### config.mk
export PLATFORM = sky130hd
export DESIGN_NAME = quantizer_sequencer_flat
export DESIGN_NICKNAME = d
export VERILOG_FILES = /design/src/rtl/quantizer_sequencer_pkg.sv /design/src/rtl/quantizer_sequencer_if.sv /design/src/rtl/quantizer_sequencer_quant_table.sv /design/src/rtl/quantizer_sequencer.sv /design/src/flat_wrapper.sv
export SDC_FILE = /design/constraint.sdc
export NUM_CORES = 1
export LEC_CHECK = 0
export BUFFER_PORTS_ARGS = -buffer_cell sky130_fd_sc_hd__buf_2
export CORE_MARGIN = 3
export CORE_UTILIZATION = 30
export CTS_CLUSTER_SIZE = 10
export DETAILED_ROUTE_END_ITERATION = 16
export PLACE_DENSITY_LB_ADDON = 0.15
export SLEW_MARGIN = 20
export SYNTH_ARGS = -nofsm -noshare
export SYNTH_HDL_FRONTEND = slang
export SYNTH_SLANG_ARGS = --single-unit
### constraint.sdc
create_clock -name clock -period 35.5 [get_ports clock]
set_input_delay 1.775 -clock clock [delete_from_list [all_inputs] [get_ports clock]]
set_output_delay 1.775 -clock clock [all_outputs]
set_load 0.005 [all_outputs]
### src/rtl/quantizer_sequencer_pkg.sv
// Shared constants, tag layout and FSM encoding for the quantizer sequencer.
// The tag sent with each coefficient is {valid, epoch, index}.
package quantizer_sequencer_pkg;

  localparam int unsigned NUM_COEFS              = 64;
  localparam int unsigned COEF_IDX_W             = 6;
  localparam int unsigned COEF_W                 = 16;
  localparam int unsigned QT_W                   = 8;
  localparam int unsigned TAG_W                  = 8;
  localparam int unsigned TAG_VALID_BIT          = 7;
  localparam int unsigned TAG_EPOCH_BIT          = 6;
  localparam int unsigned RES_CNT_W              = COEF_IDX_W + 1;
  localparam int unsigned DIVIDER_PIPELINE_DEPTH = 8;

  typedef enum logic [1:0] {
    StIdle  = 2'd0,
    StIssue = 2'd1,
    StDrain = 2'd2,
    StDone  = 2'd3
  } seq_state_e;

  function automatic logic [TAG_W-1:0] make_tag(input logic epoch,
                                                input logic [COEF_IDX_W-1:0] idx);
    return {1'b1, epoch, idx};
  endfunction

endpackage

### src/rtl/quantizer_sequencer_if.sv
// Request/response bundle between the quantizer sequencer and the shared pipelined divider.
// The sequencer is the master; the divider is the slave.
interface quantizer_sequencer_if;
  import quantizer_sequencer_pkg::*;

  logic signed [COEF_W-1:0] div_dividend;
  logic        [QT_W-1:0]   div_divisor;
  logic        [TAG_W-1:0]  div_tag;
  logic                     div_input_valid;
  logic signed [COEF_W-1:0] div_quotient;
  logic        [TAG_W-1:0]  div_tag_out;
  logic                     div_output_valid;

  modport master (
    output div_dividend,
    output div_divisor,
    output div_tag,
    output div_input_valid,
    input  div_quotient,
    input  div_tag_out,
    input  div_output_valid
  );

  modport slave (
    input  div_dividend,
    input  div_divisor,
    input  div_tag,
    input  div_input_valid,
    output div_quotient,
    output div_tag_out,
    output div_output_valid
  );

endinterface

### src/rtl/quantizer_sequencer_quant_table.sv
// 64-entry quantization table: writes only while allowed, a written zero becomes one,
// read is combinational so the divisor lines up with the registered issue index.
module quantizer_sequencer_quant_table
  import quantizer_sequencer_pkg::*;
(
  input  logic                  clock,
  input  logic                  reset,
  input  logic                  wr_allow,
  input  logic                  wr_en,
  input  logic [COEF_IDX_W-1:0] wr_addr,
  input  logic [QT_W-1:0]       wr_data,
  input  logic [COEF_IDX_W-1:0] rd_addr,
  output logic [QT_W-1:0]       rd_data
);

  logic [QT_W-1:0] entry_q [NUM_COEFS];

  // Divider must never see a zero divisor.
  always_ff @(posedge clock or posedge reset) begin
    if (reset) begin
      for (int i = 0; i < int'(NUM_COEFS); i++) begin
        entry_q[i] <= QT_W'(1);
      end
    end else if (wr_en && wr_allow) begin
      entry_q[wr_addr] <= (wr_data == '0) ? QT_W'(1) : wr_data;
    end
  end

  assign rd_data = entry_q[rd_addr];

endmodule

### src/rtl/quantizer_sequencer.sv
// Streams one 8x8 coefficient block through the shared divider, one per cycle, and writes
// each returned quotient back by the index carried in its tag.
module quantizer_sequencer
  import quantizer_sequencer_pkg::*;
(
  input  logic                         clock,
  input  logic                         reset,
  input  logic                         start,
  output logic                         busy,
  output logic                         done,
  input  logic                         qt_wr_en,
  input  logic        [COEF_IDX_W-1:0] qt_wr_addr,
  input  logic        [QT_W-1:0]       qt_wr_data,
  output logic        [COEF_IDX_W-1:0] coef_rd_addr,
  input  logic signed [COEF_W-1:0]     coef_rd_data,
  quantizer_sequencer_if.master        div_if,
  output logic                         out_wr_en,
  output logic        [COEF_IDX_W-1:0] out_wr_addr,
  output logic signed [COEF_W-1:0]     out_wr_data
);

  seq_state_e state_q, state_d;
  logic                     epoch_q, epoch_d;
  logic [COEF_IDX_W-1:0]    issue_cnt_q, issue_cnt_d;
  logic [RES_CNT_W-1:0]     res_cnt_q, res_cnt_d;
  logic                     iss_vld_q;
  logic [COEF_IDX_W-1:0]    iss_idx_q;
  logic                     wr_en_q;
  logic [COEF_IDX_W-1:0]    wr_addr_q;
  logic signed [COEF_W-1:0] wr_data_q;
  logic                     active;
  logic                     accept;
  logic [QT_W-1:0]          qt_rd_data;

  assign active = (state_q == StIssue) || (state_q == StDrain);

  // The tag check also drops garbage from a divider whose valid bits are not reset.
  assign accept = div_if.div_output_valid &&
                  div_if.div_tag_out[TAG_VALID_BIT] &&
                  (div_if.div_tag_out[TAG_EPOCH_BIT] == epoch_q) &&
                  active;

  always_comb begin
    state_d     = state_q;
    epoch_d     = epoch_q;
    issue_cnt_d = issue_cnt_q;
    res_cnt_d   = res_cnt_q + RES_CNT_W'(accept);
    unique case (state_q)
      StIdle: begin
        if (start) begin
          state_d     = StIssue;
          epoch_d     = ~epoch_q;
          issue_cnt_d = '0;
          res_cnt_d   = '0;
        end
      end
      StIssue: begin
        issue_cnt_d = issue_cnt_q + COEF_IDX_W'(1);
        if (issue_cnt_q == COEF_IDX_W'(NUM_COEFS - 1)) begin
          state_d = StDrain;
        end
      end
      StDrain: begin
        if (res_cnt_q == RES_CNT_W'(NUM_COEFS)) begin
          state_d = StDone;
        end
      end
      StDone: begin
        state_d = StIdle;
      end
      default: begin
        state_d = StIdle;
      end
    endcase
  end

  always_ff @(posedge clock or posedge reset) begin
    if (reset) begin
      state_q     <= StIdle;
      epoch_q     <= 1'b0;
      issue_cnt_q <= '0;
      res_cnt_q   <= '0;
    end else begin
      state_q     <= state_d;
      epoch_q     <= epoch_d;
      issue_cnt_q <= issue_cnt_d;
      res_cnt_q   <= res_cnt_d;
    end
  end

  // Issue stage trails the read address by one cycle to line up with coef_rd_data.
  always_ff @(posedge clock or posedge reset) begin
    if (reset) begin
      iss_vld_q <= 1'b0;
      iss_idx_q <= '0;
    end else begin
      iss_vld_q <= (state_q == StIssue);
      iss_idx_q <= issue_cnt_q;
    end
  end

  always_ff @(posedge clock or posedge reset) begin
    if (reset) begin
      wr_en_q   <= 1'b0;
      wr_addr_q <= '0;
      wr_data_q <= '0;
    end else begin
      wr_en_q <= accept;
      if (accept) begin
        wr_addr_q <= div_if.div_tag_out[COEF_IDX_W-1:0];
        wr_data_q <= div_if.div_quotient;
      end
    end
  end

  quantizer_sequencer_quant_table u_quant_table (
    .clock    (clock),
    .reset    (reset),
    .wr_allow (state_q == StIdle),
    .wr_en    (qt_wr_en),
    .wr_addr  (qt_wr_addr),
    .wr_data  (qt_wr_data),
    .rd_addr  (iss_idx_q),
    .rd_data  (qt_rd_data)
  );

  assign busy         = active;
  assign done         = (state_q == StDone);
  assign coef_rd_addr = issue_cnt_q;

  assign div_if.div_input_valid = iss_vld_q;
  assign div_if.div_dividend    = coef_rd_data;
  assign div_if.div_divisor     = qt_rd_data;
  assign div_if.div_tag         = make_tag(epoch_q, iss_idx_q);

  assign out_wr_en   = wr_en_q;
  assign out_wr_addr = wr_addr_q;
  assign out_wr_data = wr_data_q;

endmodule

### src/flat_wrapper.sv
// flat-port wrapper written by rule: the top's interface ports become plain ports
module quantizer_sequencer_flat import quantizer_sequencer_pkg::*;
  (clock, reset, start, busy, done, qt_wr_en, qt_wr_addr, qt_wr_data, coef_rd_addr, coef_rd_data, out_wr_en, out_wr_addr, out_wr_data, div_if_div_dividend, div_if_div_divisor, div_if_div_tag, div_if_div_input_valid, div_if_div_quotient, div_if_div_tag_out, div_if_div_output_valid);
  quantizer_sequencer_if div_if_i ();
  input  logic clock;
  input  logic reset;
  input  logic start;
  output logic busy;
  output logic done;
  input  logic qt_wr_en;
  input  logic        [COEF_IDX_W-1:0] qt_wr_addr;
  input  logic        [QT_W-1:0] qt_wr_data;
  output logic        [COEF_IDX_W-1:0] coef_rd_addr;
  input  logic signed [COEF_W-1:0] coef_rd_data;
  output logic out_wr_en;
  output logic        [COEF_IDX_W-1:0] out_wr_addr;
  output logic signed [COEF_W-1:0] out_wr_data;
  output wire logic [$bits(div_if_i.div_dividend)-1:0] div_if_div_dividend;
  output wire logic [$bits(div_if_i.div_divisor)-1:0] div_if_div_divisor;
  output wire logic [$bits(div_if_i.div_tag)-1:0] div_if_div_tag;
  output wire logic [$bits(div_if_i.div_input_valid)-1:0] div_if_div_input_valid;
  input wire logic [$bits(div_if_i.div_quotient)-1:0] div_if_div_quotient;
  input wire logic [$bits(div_if_i.div_tag_out)-1:0] div_if_div_tag_out;
  input wire logic [$bits(div_if_i.div_output_valid)-1:0] div_if_div_output_valid;
  assign div_if_div_dividend = div_if_i.div_dividend;
  assign div_if_div_divisor = div_if_i.div_divisor;
  assign div_if_div_tag = div_if_i.div_tag;
  assign div_if_div_input_valid = div_if_i.div_input_valid;
  assign div_if_i.div_quotient = div_if_div_quotient;
  assign div_if_i.div_tag_out = div_if_div_tag_out;
  assign div_if_i.div_output_valid = div_if_div_output_valid;
  quantizer_sequencer u_core (.clock(clock), .reset(reset), .start(start), .busy(busy), .done(done), .qt_wr_en(qt_wr_en), .qt_wr_addr(qt_wr_addr), .qt_wr_data(qt_wr_data), .coef_rd_addr(coef_rd_addr), .coef_rd_data(coef_rd_data), .div_if(div_if_i), .out_wr_en(out_wr_en), .out_wr_addr(out_wr_addr), .out_wr_data(out_wr_data));
endmodule
# [Word-level counts from Yosys, hierarchy flattened]
# Index checks and enable logic that the tools add are counted.
[word_totals] reg_bits=558 latchBits=0 mem_bits_rw=0 romBits=0 inputBits=59 out_inout_bits=64 word_cells=117 memories=0
[classes] add_sub_neg=2 multipliers=0 div=0 magnitude_cmp=3 eq_ne=9 n_shift=0 muxes=15 bitwise=3 n_reduce_logical=12
[ops] cell="512-bit bitwise mux" n=1
[ops] cell="8-bit binary-select mux with 6-bit select" n=1
[ops] cell="8-bit demux with 6-bit select" n=1
[ops] cell="8-bit two-way mux" n=4
[ops] cell="7-bit greater-or-equal comparator, second input constant" n=2
[ops] cell="7-bit two-way mux" n=2
[ops] cell="6-bit NOT with 7-bit output" n=2
[ops] cell="6-bit case mux with 2 select lines" n=1
[ops] cell="8-bit zero test" n=1
[ops] cell="2-bit case mux with 4 select lines" n=1
[ops] cell="7-bit by 1-bit adder with 7-bit output" n=1
[ops] cell="7-bit equality test, second input constant" n=1
[ops] cell="7-bit by 1-bit less-than comparator with 1-bit output, second input constant" n=1
[ops] cell="6-bit by 1-bit adder with 6-bit output, second input constant" n=1
[ops] cell="6-bit equality test, second input constant" n=1
[ops] cell="2-bit two-way mux" n=3
[ops] cell="6-bit two-way mux" n=1
[ops] cell="2-bit != test, second input constant" n=3
[ops] cell="1-bit logical AND" n=5
[ops] cell="2-bit equality test, second input constant" n=2
[ops] cell="2-bit AND reduction" n=2
[ops] cell="3-bit AND reduction" n=1
[ops] cell="2-bit by 1-bit equality test with 1-bit output, second input constant" n=1
[ops] cell="2-bit zero test" n=1
[ops] cell="other kinds (4)" n=4

# [Depth between registers and ports, before layout]
# Gate-level depths: netlist of the first run.
[logic_depth] word_depth=6 mapped_depth=11 ltp_nobuf=10

# [By module]
# A second synthesis of the first run with hierarchy kept.
[unflattened] hier_cells=1729 area_unflattened_um2=25764.7
[modules_own_cells] module="quantizer_sequencer_quant_table" instances=1 cells_each=1576 area_per_inst_um2=23779.1 seq_area_each_um2=12892.4
[modules_own_cells] module="quantizer_sequencer" instances=1 cells_each=153 area_per_inst_um2=1985.7 seq_area_each_um2=1151.1

# [Worst setup path after synthesis of the first run]
# No wires, ideal clock.
[synth_path] path_kind="flip-flop to output port" startpoint="register u_core.iss_idx_q[0]" endpoint="output port div_if_div_divisor[3]" arrival_time_ns=1.926 t_required_ns=33.725 path_slack_ns=31.799 stages_incl_launch_ff=8 path_buffers=3 path_cell_list="dfrtp_1 -> buf_2 -> buf_6 -> buf_2 -> mux4_2 -> o221ai_1 -> a21oi_1 -> a32o_1"
[synth_via] elab_chain_len=4
[synth_rtl] element="start: declaration" line_no="quantizer_sequencer.sv:27" text="logic [COEF_IDX_W-1:0] iss_idx_q;"
[synth_rtl] element="start signal: assignment" line_no="quantizer_sequencer.sv:98" text="iss_idx_q <= issue_cnt_q;"
[synth_rtl] element="6-bit NOT with 7-bit output (implied by the code)" line_no="quantizer_sequencer_quant_table.sv:29" text="assign rd_data = entry_q[rd_addr];"
[synth_rtl] element="8-bit binary-select mux with 6-bit select" line_no="quantizer_sequencer_quant_table.sv:29"
[synth_rtl] element="8-bit two-way mux (implied by the code) (2 in series)" line_no="quantizer_sequencer_quant_table.sv:29"
[synth_rtl] element="end: declaration" line_no="flat_wrapper.sv:19" text="output wire logic [$bits(div_if_i.div_divisor)-1:0] div_if_div_divisor;"
# Every way passes these cells. The select of a mux whose other input is x is not followed.

# [Worst setup path in the final report of the first run]
[layout_path] startpoint="register u_core.iss_idx_q[0]" endpoint="output port div_if_div_divisor[4]"
# The elaborated chain is that of the path after synthesis.

==> out/metrics.yaml, run 1 <==
post_cts_hold_buffer_count: 0
setup.reg_to_reg.worst_slack_ns: 31.90
place_inst: 2847
gpl.final_weighted_congestion: 0.763
grt_pass1_wl_um: 107000
wirelength_um: 70500
floorplan.die.width_um: 298
layout_worst_path_cycle_share_pct: 16.1
synth_nets: 1809
fin_total_pwr_mw: 1.97
worst_ep_required_time_ns: 33.72
die_area_mm2: 0.0890
timing.reg2reg.worst_path_depth: 7
areaGrowthSynthToFinish_pct: 13.8
mappedNetlistArea_mm2: 0.0257
final_antenna_net_count: 0
syn_avg_cell_area_um2: 14.7
layout.filler_cells: 8168
yosys.area_share.xor_xnor_pct: 0.341
io_buffers: 89
rsz_0062_raised_after_global_routing: "false"
yosys.area.top_type_share_pct: 48.2
hpwl_um: 43200
post_synth_mux_area_share_pct: 33.5
globalRouteOverflowTotal: 0
drc_errors: 0
final.setup.worst_slack_ns: 29.79
multi_input_area_mm2: 0.0109
place_ws_ns: 30.10
max_cap_violations: 0
synth_compound_area_share_pct: 3.44
cts-buffers-inserted: 69
setup.worst_path.class: "flip-flop to output pin"
timing.final.setup_violations: 0
synth_top_cell_by_area: "sky130_fd_sc_hd__dfrtp_1"
cts.clk_slew.worst_paths_ns: 0.06
fin_worst_skew_ns: 0.0215
critical_path.endpoint: "div_if_div_divisor[4]"
groute.usage.overall_pct: 15.9
num_io_pins: 123
yosysWarningCount: 0
design.final.nets: 1851
timing.critical_path.fanout_max: 87
firstDrtPassIters: 5
postSynthCellCount: 1743
yosys.cell_count.top_type: "sky130_fd_sc_hd__dfrtp_1"
worst_ir_drop_vdd_uv: 88.2
tightestPinTransition_ns: 1.19
worstReg2RegEnd: "u_core.u_quant_table.entry_q[126]$_DFFE_PP0P_"
layout-drive-gt1-share_pct: 50.6
wire_per_inst_um: 23.7
worst_slew_margin_rel_pct: 20.5
finalHoldViolCount: 0
worst_setup_path_startpoint: "u_core.iss_idx_q[0]$_DFF_PP0_"
mean_number_of_vias_per_cell: 5.03
asyncSetResetFlopFracSynth_pct: 100
core.rowCount: 106
period_needed_ns: 5.71
drv_slew: 0
setup_tns_ns: 0
cts_max_level: 3
cp-start-kind: "flip-flop"
regToRegStartpoint: "u_core.state_q[0]$_DFFE_PP0P_"
worst_hold_path_type: "flip-flop to flip-flop"
timing.hold.ws_ns: 0.476
yosys_most_used_dff: "sky130_fd_sc_hd__dfrtp_1"
worst_setup_path_end_kind: "output pin"
dieHeight_um: 298
cts-root-buf: "sky130_fd_sc_hd__clkbuf_16"
yosys-top-cells-area: "sky130_fd_sc_hd__dfrtp_1, sky130_fd_sc_hd__mux2_2, sky130_fd_sc_hd__mux4_2"
synth_fa_ha_area_share_pct: 0.341
placed_cell_area_mm2: 0.0271
initial_utilization_pct: 30.5
fmaxAchievable_mhz: 175
non_filler_cells_final: 2977
pwr_density_cell_mw_per_mm2: 67.5
dr_vias: 14971
post_synth_and_or_nand_nor_area_fraction_pct: 4.83
first_global_vias: 15936
post-cts-setup-buffer-count: 0
netlist-cell-type-count: 52
cts_resized: 0
synth_enable_flop_cells: 0
stdcell_area_mm2: 0.0292
coreArea_mm2: 0.0842
leakage_power_nw: 13.0
cts_tree: "built"
yosys_register_bits: 558
synth_top_family_by_area: "multiplexers"
cts.sink_count: 558
critPathArrivalTime_ns: 3.94
starting_drt_drc_count: 791
fin_util_pct: 34.7
cts_max_path_buffers: 3
insertion_delay_ns: 0.61
grt_start_max_net_pins: 179
register_area_mm2: 0.0141
antenna_found_initial: 7
proportion_of_synthesized_chip_area_in_sequential_cells_pct: 54.7
status: "finished, final reports clean"
synth_commonest_cells: "sky130_fd_sc_hd__dfrtp_1, sky130_fd_sc_hd__mux2_2, sky130_fd_sc_hd__mux4_2, sky130_fd_sc_hd__clkbuf_1, sky130_fd_sc_hd__nor2_1"
sequential cells by signal, indices dropped and copies added, names as in the netlist:
register,cells
u_core.epoch_q,1
u_core.state_q,2
u_core.res_cnt_q,7
u_core.coef_rd_addr,6
u_core.div_if.div_input_valid,1
u_core.out_wr_addr,6
u_core.out_wr_en,1
u_core.out_wr_data,16
u_core.iss_idx_q,6
u_core.u_quant_table.entry_q,512
worst max-delay path, stage by stage, from the launching register on:
cell and delay (ns):
sky130_fd_sc_hd__dfrtp_4 0.80, sky130_fd_sc_hd__buf_12 0.59, sky130_fd_sc_hd__mux4_2 0.59, sky130_fd_sc_hd__o22ai_1 0.33, sky130_fd_sc_hd__a211oi_1 0.15, sky130_fd_sc_hd__nand2_1 0.09
sky130_fd_sc_hd__o21ai_0 0.32, sky130_fd_sc_hd__buf_2 0.26
cells in the final DEF, fill, tap and decap left out, drive strengths merged, types with 2 or more instances in the layout:
cell and count:
or3b 2, a22oi 3, nor2 94, a22o 6, mux2 486, nand2 56
clkinv 5, dfstp 64, mux2i 40, nor2b 4, or4 3, inv 8
nor3b 2, xnor2 6, o21ai 33, nand3b 8, o221ai 5, nand2b 7
a221oi 4, a32o 2, nor3 28, ha 7, o211ai 2, diode 2
dfrtp 494, or2 2, nand4 2, nand3 10, and2 6, mux4 121
a21oi 60, buf 111, o22ai 16, a211oi 8, clkbuf 118, xor2 4
o311ai 3
kinds of logic after synthesis:
logic type      count (synthesis)
simple gates                  229
fa+ha+maj                       7
flops                         558
other cells                     1
buf+inv                       144
xor+xnor                       10
mux                           647
compound gates                147
power by group:
| group | internal [mW] | total (mW) | switching (mW) | leakage (nW) |
|---|---|---|---|---|
| Clock | 0.382 | 0.658 | 0.277 | 1.01 |
| Sequential | 0.761 | 0.841 | 0.0802 | 7.39 |
| Combinational | 0.233 | 0.470 | 0.238 | 4.64 |
| Total | 1.38 | 1.97 | 0.594 | 13.0 |
cell type report:
type,count,area share [%]
sequential,558,48.1
multi-input combinational,1041,37.4
clock buffer,118,6.78
tap,1134,4.86
timing repair buffer,111,2.30
clock inverter,9,0.399
inverter,4,0.0771
antenna,2,0.0171
worst min-delay path by stage:
stage,cells past startpoint,end,startpoint,slack [ns]
2_1_floorplan,0,u_core.iss_idx_q[5]$_DFF_PP0_,u_core.coef_rd_addr[5]$_DFFE_PP0P_,0.43
3_3_place_gp,0,u_core.iss_idx_q[5]$_DFF_PP0_,u_core.coef_rd_addr[5]$_DFFE_PP0P_,0.46
3_5_place_dp,0,u_core.iss_idx_q[5]$_DFF_PP0_,u_core.coef_rd_addr[5]$_DFFE_PP0P_,0.48
5_1_grt,0,u_core.iss_idx_q[5]$_DFF_PP0_,u_core.coef_rd_addr[5]$_DFFE_PP0P_,0.50
4_1_cts,2,u_core.u_quant_table.entry_q[368]$_DFFE_PP1P_,u_core.u_quant_table.entry_q[368]$_DFFE_PP1P_,0.48
6_report,0,u_core.iss_idx_q[5]$_DFF_PP0_,u_core.coef_rd_addr[5]$_DFFE_PP0P_,0.48
routing by layer:
metal | routed length [µm] | vias to the layer above | share of wire [%] | global-route usage (%)
met5 | 57 | - | 0.081 | 0
met4 | 1540 | 8 | 2.2 | 4.37
met3 | 2880 | 107 | 4.1 | 2.86
met2 | 33300 | 252 | 47 | 25.3
met1 | 32700 | 8089 | 46 | 22.3
li1 | - | 6515 | - | -
Power figures use the tool's default switching activity.
==> run 2, diff against run 1 <==
clock period = 4.9 ns   (was 35.5 ns; I/O delays follow)
==> run 2 against run 1 <==
Final area grew 0.80%. Final cell count up 0.87%. Critical path depth stayed put. Utilization is 0.28 points higher. Count of clock-buffer cells in the layout is 1 higher. Clock skew decreased by 0.0041 ns. Hold slack got worse by 0.40 ns. Via count down 0.13%. Critical path type unchanged. Largest cell class unchanged. Highest routed layer unchanged.
==> out/metrics.yaml, run 2 (same netlist as run 1, synthesis figures left out) <==
initial_utilization_pct: 30.5  # unchanged
timing.critical_path.slowest_cell_delay_ns: 0.83  # +0.03 ns
coreArea_mm2: 0.0842  # unchanged
cts_max_path_buffers: 3  # unchanged
post_cts_hold_buffer_count: 24  # +24
layout_worst_path_cycle_share_pct: 79.0
final_common_cell: "sky130_fd_sc_hd__dfrtp_1"
fin_worst_skew_ns: 0.0174  # -0.00406 ns
worstReg2RegEnd: "u_core.u_quant_table.entry_q[179]$_DFFE_PP0P_"
io_buffers: 89  # unchanged
floorplan.die.width_um: 298  # unchanged
critical_path.endpoint: "div_if_div_divisor[4]"
drc_errors: 0  # unchanged
setup_tns_ns: 0  # unchanged
firstDrtPassIters: 5  # unchanged
timing.final.setup_violations: 0  # unchanged
die_area_mm2: 0.0890  # unchanged
first_global_vias: 16224  # +1.8%
worst_hold_path_type: "primary input to flip-flop"
regMostFlops: "u_core.u_quant_table.entry_q"
period_needed_ns: 3.87
layout-drive-gt1-share_pct: 49.9  # -0.65 points
antenna_found_initial: 6  # -1
leakage_power_nw: 13.1  # +0.77%
internal_power_mw: 9.98  # +630%
comb_power_share_pct: 24.3  # +0.4 points
groute.usage.overall_pct: 16.0  # +0.14 points
finalHoldViolCount: 0  # unchanged
wire_per_inst_um: 23.6  # -0.28%
status: "finished, final reports clean"
worst_setup_path_end_kind: "output pin"
cts_max_level: 3  # unchanged
path_cells: "buf_4, mux4_2, o22ai_1, a211oi_1, nand2_1, o21ai_0, buf_2"
max_cap_violations: 0  # unchanged
timing.reg2reg.worst_path_depth: 6  # -1
num_io_pins: 123  # unchanged
power_frac_seq_pct: 42.8  # about the same
dr_vias: 14952  # -0.13%
cts-root-buf: "sky130_fd_sc_hd__clkbuf_16"
gpl.final_weighted_congestion: 0.756  # -1.0%
setup.reg_to_reg.worst_slack_ns: 1.52  # -30.38 ns
core.rowCount: 106  # unchanged
final.setup.worst_slack_ns: 1.03  # -28.76 ns
post-cts-setup-buffer-count: 0  # unchanged
mean_number_of_vias_per_cell: 4.98  # -0.99%
grt_pass1_wl_um: 108000  # +0.67%
cp-start-kind: "flip-flop"
insertion_delay_ns: 0.61  # about the same
share_clk_of_total_power_pct: 32.9  # -0.5 points
switchingPower_mw: 4.30  # +620%
critical-path-slowest-cell: "sky130_fd_sc_hd__dfrtp_4"
wirelength_um: 71000  # +0.59%
areaGrowthSynthToFinish_pct: 14.7
globalRouteOverflowTotal: 0  # unchanged
worst_slew_margin_rel_pct: 21.7  # +1.2 points
dieHeight_um: 298  # unchanged
hpwl_um: 44100  # +2.1%
largest_reg_flops: 512  # unchanged
cts-buffers-inserted: 68  # -1.4%
pwr_density_cell_mw_per_mm2: 485  # +620%
top_library_cells_by_usage_in_the_layout_fill_and_taps_aside: "sky130_fd_sc_hd__dfrtp_1, sky130_fd_sc_hd__mux2_2, sky130_fd_sc_hd__mux4_2"
cts.clk_slew.worst_paths_ns: 0.05  # about the same
critPathArrivalTime_ns: 3.63  # -0.31 ns
worst_setup_path_startpoint: "u_core.iss_idx_q[0]$_DFF_PP0_"
drv_slew: 0  # unchanged
final_antenna_net_count: 0  # unchanged
setup.worst_path.class: "flip-flop to output pin"
cts_resized: 0  # unchanged
fmaxAchievable_mhz: 258
tightestPinTransition_ns: 1.16  # -0.0271 ns
starting_drt_drc_count: 720  # -9.0%
worst_ir_drop_vdd_uv: 190  # +120%
design.final.nets: 1879  # +1.5%
power.switching_fraction_pct: 30.1  # -0.048 points
cts.sink_count: 558  # unchanged
rsz_0062_raised_after_global_routing: "false"
worst_ep_required_time_ns: 4.66  # -29.06 ns
place_ws_ns: 1.52  # -28.58 ns
grt_start_max_net_pins: 168  # -6.1%
timing.critical_path.fanout_max: 32  # -63%
cts_tree: "built"
regToRegStartpoint: "u_core.state_q[0]$_DFFE_PP0P_"
number_of_diodes_added_for_antenna_fixing: 0  # -2
-- run 2: power by group through the flow --
stage | clock [mW] | sequential, mW | combinational, mW
CTS | 4.87 | 6.12 | 3.55
floorplan | 0 | 5.90 | 2.58
detailed placement | 0 | 6.20 | 3.52
global route | 5.06 | 6.23 | 3.76
finish | 4.70 | 6.11 | 3.47
global placement | 0 | 6.16 | 3.49
-- run 2: critical path, delay by kind of cell, from the launching register on --
kind	cells	cell delay, ns
AOI/OAI and AO/OA	3	0.80
buffers and inverters	2	0.59
DFF	1	0.83
muxes	1	0.56
and+or+nand+nor	1	0.20
-- run 2: worst min-delay path by stage --
stage | startpoint | to | slack (ns) | cells after the start
2_1_floorplan | div_if_div_quotient[12] | u_core.out_wr_data[12]$_DFFE_PP0P_ | 0.40 | 1
4_1_cts | qt_wr_data[0] | u_core.u_quant_table.entry_q[296]$_DFFE_PP1P_ | 0.05 | 3
5_1_grt | qt_wr_data[0] | u_core.u_quant_table.entry_q[296]$_DFFE_PP1P_ | 0.09 | 3
3_3_place_gp | reset | u_core.u_quant_table.entry_q[182]$_DFFE_PP0P_ | 0.42 | 2
3_5_place_dp | reset | u_core.u_quant_table.entry_q[182]$_DFFE_PP0P_ | 0.43 | 2
6_report | qt_wr_data[0] | u_core.u_quant_table.entry_q[296]$_DFFE_PP1P_ | 0.08 | 3
-- run 2: metrics by stage --
step	power [mW]	utilization, %	cells	area [µm²]	hold WS [ns]
finish	14.3	34.9	3003	29400	0.0773
global route	15.0	34.9	3003	29400	0.0852
CTS	14.5	34.9	3003	29400	0.0529
detailed placement	9.72	32.2	2853	27100	0.427
global placement	9.65	32.2	2853	27100	0.418
floorplan	8.48	-	1743	25700	0.397
-- run 2: cell type report --
| type | count | area [µm²] |
|---|---|---|
| Fill cell | 8086 | 54800 |
| Sequential cell | 558 | 14100 |
| Multi-Input combinational cell | 1041 | 10900 |
| Clock buffer | 119 | 1980 |
| Tap cell | 1134 | 1420 |
| Timing Repair Buffer | 140 | 976 |
| Clock inverter | 7 | 61.3 |
| Inverter | 4 | 18.8 |
-- run 2: metal layers --
| layer | vias to the layer above | global-route usage (%) | wire length [µm] |
|---|---|---|---|
| li1 | 6567 | - | - |
| met4 | 4 | 4.59 | 1580 |
| met3 | 96 | 3.58 | 3550 |
| met5 | - | 0 | 23 |
| met2 | 290 | 25.4 | 33100 |
| met1 | 7995 | 22.2 | 32700 |
